--- src/rtl/aritmetica_mac_pkg.sv ---
// Shared types and constants for the aritmetica_mac multiply-accumulate block.
package aritmetica_mac_pkg;

    typedef enum logic [1:0] {
        IDLE     = 2'd0,
        ACUM     = 2'd1,
        REDONDEO = 2'd2,
        SALIDA   = 2'd3
    } estado_t;

    function automatic longint sat_max(input int n);
        return (64'sd1 <<< (n - 1)) - 64'sd1;
    endfunction

    function automatic longint sat_min(input int n);
        return -(64'sd1 <<< (n - 1));
    endfunction

    // Half an LSB of the output word, added before the truncating shift.
    function automatic longint round_const(input int frac);
        return (frac > 0) ? (64'sd1 <<< (frac - 1)) : 64'sd0;
    endfunction

endpackage

--- src/rtl/aritmetica_mac_redondeo_sat.sv ---
// Round-half-up and saturate a wide accumulator down to an N-bit word.
module redondeo_sat
    import aritmetica_mac_pkg::*;
#(
    parameter int N     = 24,
    parameter int FRAC  = 8,
    parameter int GUARD = 4
) (
    input  logic signed [2*N+GUARD-1:0] acc,
    output logic signed [N-1:0]         dato,
    output logic                        sat
);

    localparam int W = 2 * N + GUARD;
    localparam logic signed [W:0] RND  = (W + 1)'(round_const(FRAC));
    localparam logic signed [W:0] MAXV = (W + 1)'(sat_max(N));
    localparam logic signed [W:0] MINV = (W + 1)'(sat_min(N));

    // One extra bit so adding the rounding constant can never wrap.
    logic signed [W:0] suma;
    logic signed [W:0] desplazado;

    always_comb begin
        suma       = $signed({acc[W-1], acc}) + RND;
        desplazado = suma >>> FRAC;
        dato       = desplazado[N-1:0];
        sat        = 1'b0;
        if (desplazado > MAXV) begin
            dato = MAXV[N-1:0];
            sat  = 1'b1;
        end else if (desplazado < MINV) begin
            dato = MINV[N-1:0];
            sat  = 1'b1;
        end
    end

endmodule

--- src/rtl/aritmetica_mac.sv ---
// Frame-based signed MAC: TAPS coef*sample products plus an offset, rounded and saturated.
module aritmetica_mac
    import aritmetica_mac_pkg::*;
#(
    parameter int N     = 24,
    parameter int FRAC  = 8,
    parameter int TAPS  = 3,
    parameter int GUARD = 4
) (
    input  logic                clk,
    input  logic                reset_n,
    input  logic                in_valid,
    output logic                in_ready,
    input  logic signed [N-1:0] in_coef,
    input  logic signed [N-1:0] in_dato,
    input  logic signed [N-1:0] in_ofs,
    output logic                out_valid,
    input  logic                out_ready,
    output logic signed [N-1:0] out_dato,
    output logic                out_sat
);

    localparam int W  = 2 * N + GUARD;
    localparam int CW = (TAPS > 1) ? $clog2(TAPS) : 1;
    localparam logic [CW-1:0] ULTIMO = CW'(TAPS - 1);

    estado_t                estado;
    logic [CW-1:0]          cnt;
    logic signed [W-1:0]    acc;
    logic signed [2*N-1:0]  prod;
    logic signed [W-1:0]    prod_ext;
    logic signed [W-1:0]    ofs_ext;
    logic signed [N-1:0]    red_dato;
    logic                   red_sat;
    logic                   acepta;

    assign in_ready  = (estado == IDLE) || (estado == ACUM);
    assign out_valid = (estado == SALIDA);
    assign acepta    = in_valid && in_ready;

    assign prod     = in_coef * in_dato;
    assign prod_ext = {{GUARD{prod[2*N-1]}}, prod};
    assign ofs_ext  = {{(W-N){in_ofs[N-1]}}, in_ofs} <<< FRAC;

    redondeo_sat #(
        .N     (N),
        .FRAC  (FRAC),
        .GUARD (GUARD)
    ) u_redondeo_sat (
        .acc  (acc),
        .dato (red_dato),
        .sat  (red_sat)
    );

    always_ff @(posedge clk or negedge reset_n) begin
        if (!reset_n) begin
            estado   <= IDLE;
            cnt      <= '0;
            acc      <= '0;
            out_dato <= '0;
            out_sat  <= 1'b0;
        end else begin
            case (estado)
                IDLE, ACUM: begin
                    if (acepta) begin
                        // Beat 0 restarts the frame: the offset replaces the old sum.
                        if (cnt == '0)
                            acc <= ofs_ext + prod_ext;
                        else
                            acc <= acc + prod_ext;
                        if (cnt == ULTIMO) begin
                            cnt    <= '0;
                            estado <= REDONDEO;
                        end else begin
                            cnt    <= cnt + 1'b1;
                            estado <= ACUM;
                        end
                    end
                end
                REDONDEO: begin
                    out_dato <= red_dato;
                    out_sat  <= red_sat;
                    estado   <= SALIDA;
                end
                SALIDA: begin
                    if (out_ready)
                        estado <= IDLE;
                end
                default: estado <= IDLE;
            endcase
        end
    end

endmodule
--- config.mk ---
export PLATFORM = sky130hd
export DESIGN_NAME = aritmetica_mac
export DESIGN_NICKNAME = d
export VERILOG_FILES = /design/src/rtl/aritmetica_mac_pkg.sv /design/src/rtl/aritmetica_mac_redondeo_sat.sv /design/src/rtl/aritmetica_mac.sv
export SDC_FILE = /design/constraint.sdc
export NUM_CORES = 2
export LEC_CHECK = 0
export BUFFER_PORTS_ARGS = -buffer_cell sky130_fd_sc_hd__buf_2
export CORE_UTILIZATION = 65
export DETAILED_ROUTE_END_ITERATION = 10
export GPL_TIMING_DRIVEN = 0
export PLACE_DENSITY = 0.83
export SLEW_MARGIN = 20
export SYNTH_ARGS = -nofsm -noshare
export SYNTH_HDL_FRONTEND = slang
export SYNTH_SLANG_ARGS = --single-unit
--- constraint.sdc ---
create_clock -name clk -period 3.95 [get_ports clk]
set_input_delay 1.185 -clock clk [delete_from_list [all_inputs] [get_ports clk]]
set_output_delay 1.185 -clock clk [all_outputs]
set_load 0.1 [all_outputs]
Word-level counts from Yosys, hierarchy flattened
Cells that the tools add are included.
W data, S select, Z words.
- add/subtract/negate cells: 4
- multipliers: 1
- divide/modulo/power cells: 0
- magnitude comparators: 2
- equal/unequal tests: 6
- shifts and indexed selects: 0
- multiplexer cells: 10
- bitwise operators: 0
- reductions and logical operators: 7
- operators with widths (cell ; count):
    $add A52 B9 Y53 const B ; 1
    $add A52 B48 Y52 ; 1
    $mux W52 ; 1
    $add A32 B48 Y49 ; 1
    $mul A24 B24 Y48 ; 1
    $mux W24 ; 2
    $gt A45 B24 Y1 const B ; 1
    $lt A45 B24 Y1 const B ; 1
    $mux W2 ; 4
    $eq A2 B2 Y1 const B ; 3
    $pmux W2 S3 ; 1
    $logic_not A2 Y1 ; 2
    $reduce_and A2 Y1 ; 2
    $add A2 B1 Y2 const B ; 1
    $eq A2 B1 Y1 const B ; 1
    $mux W1 ; 2
    $ne A2 B1 Y1 const B ; 1
    $ne A2 B2 Y1 const B ; 1
    $reduce_or A2 Y1 ; 1
    $logic_and A1 B1 Y1 ; 1
    $logic_or A1 B1 Y1 ; 1
- register bits: 81
- bits in latches: 0
- memory bits (writable): 0
- ROM bits: 0
- input port bits: 76
- output and inout port bits: 27
- logic and storage cells: 35
- memories: 0

Logic depth before layout (Yosys ltp)
- depth in word-level cells: 5
- mapped depth: 40
- depth with buffers taken out: 39

By module
From an unflattened synthesis, not the netlist that was laid out.
- cells, all modules: 3512
- area, all modules: 30755.7 µm²
- by module, submodules not included (module ; times used ; cells each ; area an instance (µm²) ; seq. area each (µm²)):
    aritmetica_mac ; 1 ; 3317 ; 29341.9 ; 2026.9
    redondeo_sat ; 1 ; 195 ; 1413.9 ; 0.0

Worst setup path after synthesis
OpenSTA, ideal clock, no wires.
- kind: in2reg
- start: input port in_dato[20]
- end: register acc[51]
- arrival time: 9.800 ns
- required time: 3.824 ns
- setup slack: -5.976 ns
- cell stages on the path: 35
- cell sequence: clkbuf_1 > and2_1 > fa_1 > inv_1 > fa_1 > inv_1 > fa_1 > fa_1 > fa_1 > fa_1 > inv_1 > fa_1 > inv_1 > ha_1 > a21o_1 > a21o_1 > a221o_1 > a221o_1 > o2111ai_1 > a21oi_1 > a31oi_1 > inv_1 > a211o_1 > a21oi_1 > xnor2_1 > ha_1 > clkbuf_1 > a21oi_1 > o21ai_0 > a221o_1 > or2_1 > a41oi_1 > xnor2_1 > o21ai_0 > a221o_1
- cells in the longest elaborated chain, start to end: 3
- RTL lines (what ; line ; text):
    from (decl) ; aritmetica_mac.sv:15 ; input logic signed [N-1:0] in_dato,
    $mul A24 B24 Y48 (*) ; aritmetica_mac.sv:41 ; assign prod = in_coef * in_dato;
    $add A52 B48 Y52 or $add A32 B48 Y49 (tied branches) ; aritmetica_mac.sv:70, aritmetica_mac.sv:68 ;
    $mux W52 (*) ; aritmetica_mac.sv:67 ; if (cnt == '0)
    to (signal assigned) ; aritmetica_mac.sv:68 ; acc <= ofs_ext + prod_ext;
    to (signal assigned) ; aritmetica_mac.sv:70 ; acc <= acc + prod_ext;
    to (decl) ; aritmetica_mac.sv:29 ; logic signed [W-1:0] acc;
Mark *: on every way between the ends. The rest lies on a longest branch, timed or not.
A chain may end at the register's enable or synchronous reset.

Final worst setup path
- start: input port in_dato[7]
- end: register acc[47]
The elaborated chain is that of the path after synthesis.

==> impl_metrics.toml <==
[sta]
final.setup.tns_ps = -225900
finClkSkew_ps = 13.8
slew_headroom_pct = 38.3
post-route-period-util_pct = 260
hold_viol = 0
slew_viol_final = 0
grt_setup_unrepaired = "true"
setup_slack_ps = -6330
worstMarginPinSlew_ps = 926
fmax_mhz = 97.3
layout_min_cycle_time_ps = 10280
setup_viol = 48

[setup_path]
crit_required_ps = 4180
critPathSlowestCell = "fa_1"
cp-end-kind = "register"
worst_path_largest_cell_delay_ps = 580
critPathTopFamily = "adder cells"
critPathLaunchType = "primary input"
critPathKind = "primary input to register"
critical_path_buf_inv_count = 7
crit_fanout = 7
cp_data_arrival_time_ps = 10510
path_common_cell = "fa_1"

[global_routing]
met1_usage_pct = 56.0
antenna_found_initial = 4
first_global_vias = 28600
grtUsageMet2_pct = 67.0
grt_start_max_net_pins = 56
grt_overflow = 0
grt_usage_pct = 44.0
grt_busiest_layer = "met2"
grt_use_met3_pct = 12.2
grt_pass1_wl_um = 160000

[clock_network]
path_clk_slew_ps = 60
htreeDepth = 3
numClockSinks = 81
cts_tree = "done"
cts-root-to-sink-buffers = 2
clock_latency_ps = 360
numCtsBuffers = 9
cts_hold_buf = 0
root_buffer = "clkbuf_16"

[synth]
synth_edf_count = 0
ys_seq_area_share_pct = 6.66
synth_area_sq_um = 30400
yosysTopAreaCellShare_pct = 40.1
yosys-top-cells-area = "fa_1, ha_1, inv_1, dfrtp_1, and2_1"
avgSynthCellArea_sq_um = 8.64
synth.yosys.warnings = 0
syn_nets = 4441
synth_common_cells = "inv_1, fa_1, nand2_1"
synth_cells = 3523
synth-seq-cells = 81
yosys.area.top_type = "fa_1"
synth_cell_types = 71
synth_most_common_cell = "inv_1"
ys.flop_type = "dfrtp_1"
async_flop_share_pct = 100

[placement]
dp_hpwl_um = 73600
gp_congestion = 1.00
io_buffers = 102

[drt]
num_vias = 28500
drc = 0
drt_iter0_drc = 3481
ant_nets = 0
detail_route.wl_per_cell_um = 25.0
drt-pass1-iter-count = 8
post_drt_via_cell_ratio = 6.39
wirelength_um = 111000

[die]
die_area_sq_um = 47700
pin_count = 103
start_util_pct = 66.5
rows = 78
die_w_um = 218
die_h_um = 218
fp.coreArea_sq_um = 45800

[status]
status = "complete, but fails checks"
violations = "setup timing"

[layout]
drive_gt1_share_pct = 24.5
fillers = 2386
synthToLayoutAreaGrowth_pct = 25.7
final_nets = 4761

[run]
maxCapViolations = 0

[hold_path]
hold_class = "register to register"
stage by stage:
stage / cells / setup WS, ps / instance area [sq um] / util, % / hold slack, ps
final: 4451 / -6330 / 38200 / 83.6 / 473
after global routing: 4448 / -6450 / 38200 / 83.5 / 489
after CTS: 4359 / -5780 / 36600 / 79.9 / 479
after detailed placement: 4226 / -7260 / 32800 / 71.7 / 460
after global placement: 4225 / -7260 / 32800 / 71.6 / 459
after floorplan: 3523 / -5580 / 31500 / - / 454
state kept, by name (all words and copies together) (netlist names):
| register | flops |
|---|---|
| out_dato | 24 |
| cnt | 2 |
| estado | 2 |
| acc | 52 |
| out_sat | 1 |
area by class of cell:
type	instances	area, sq um	share of cell area [%]
multi-input combinational	2609	28000	73.1
timing repair buffer	318	2710	7.10
inverter	693	2640	6.89
sequential	81	2030	5.30
buffer	131	1850	4.83
tap	600	751	1.96
clock buffer	10	239	0.625
clock inverter	6	51.3	0.134
antenna	3	7.51	0.0196
layout by cell type, fill, tap and decap left out, types with 15 or more instances in the layout:
cell type	netlist	final
ha_2	0	16
inv_1	692	632
nor2_2	1	15
clkbuf_1	132	28
a21oi_1	186	117
nor2_1	139	121
o21ai_2	0	26
and3_1	21	16
and2_4	0	50
nand4_1	28	28
a21oi_2	0	61
buf_6	2	47
nand2_2	0	16
ha_4	0	68
dfrtp_1	81	81
clkbuf_16	0	47
a21o_1	99	98
buf_2	5	62
o21ai_0	120	45
nand3_1	36	28
o21a_1	27	26
and2_1	301	251
fa_1	609	571
clkbuf_8	0	40
xnor2_2	0	23
buf_8	0	25
nand2_1	397	377
o21ai_1	3	48
buf_4	0	189
nand2b_1	30	30
fa_2	0	38
ha_1	233	149
xnor2_1	104	77
inv_2	0	53
xor2_1	52	43
layer usage:
layer,vias up,routed length (um)
li1,11600,-
met1,13900,37900
met2,2247,49300
met3,733,14300
met4,2,9600
met5,-,9
kinds of logic after synthesis:
| family | synth area share, % |
|---|---|
| flops | 6.66 |
| compound gates | 11.8 |
| mux | 0.164 |
| fa+ha+maj | 49.6 |
| simple gates | 16.9 |
| buf+inv | 10.3 |
| xor+xnor | 4.49 |
worst paths after layout:
kind / startpoint / to / slack (ps) / cells past startpoint
max in group asynchronous: reset_n / acc[13]$_DFFE_PN0P_ / 2580 / 2
worst min-delay path: out_dato[6]$_DFFE_PN0N_ / out_dato[6]$_DFFE_PN0N_ / 470 / 1
min in group asynchronous: reset_n / acc[48]$_DFFE_PN0P_ / 750 / 1
worst max register to register: acc[1]$_DFFE_PN0P_ / acc[47]$_DFFE_PN0P_ / 260 / 13
worst max-delay path: in_dato[7] / acc[47]$_DFFE_PN0P_ / -6330 / 38
worst min register to register: out_dato[6]$_DFFE_PN0N_ / out_dato[6]$_DFFE_PN0N_ / 470 / 1
repair_timing:
action,CTS,global route
buffers inserted,124,91
endpoints found under the setup margin,48,48
resized for setup,582,245
hold endpoints to repair,0,0
cloned,2,2
pin swaps,224,233
Power is not shown: default switching activity piles up to over one toggle a cycle in this logic, so the estimate is an artifact.
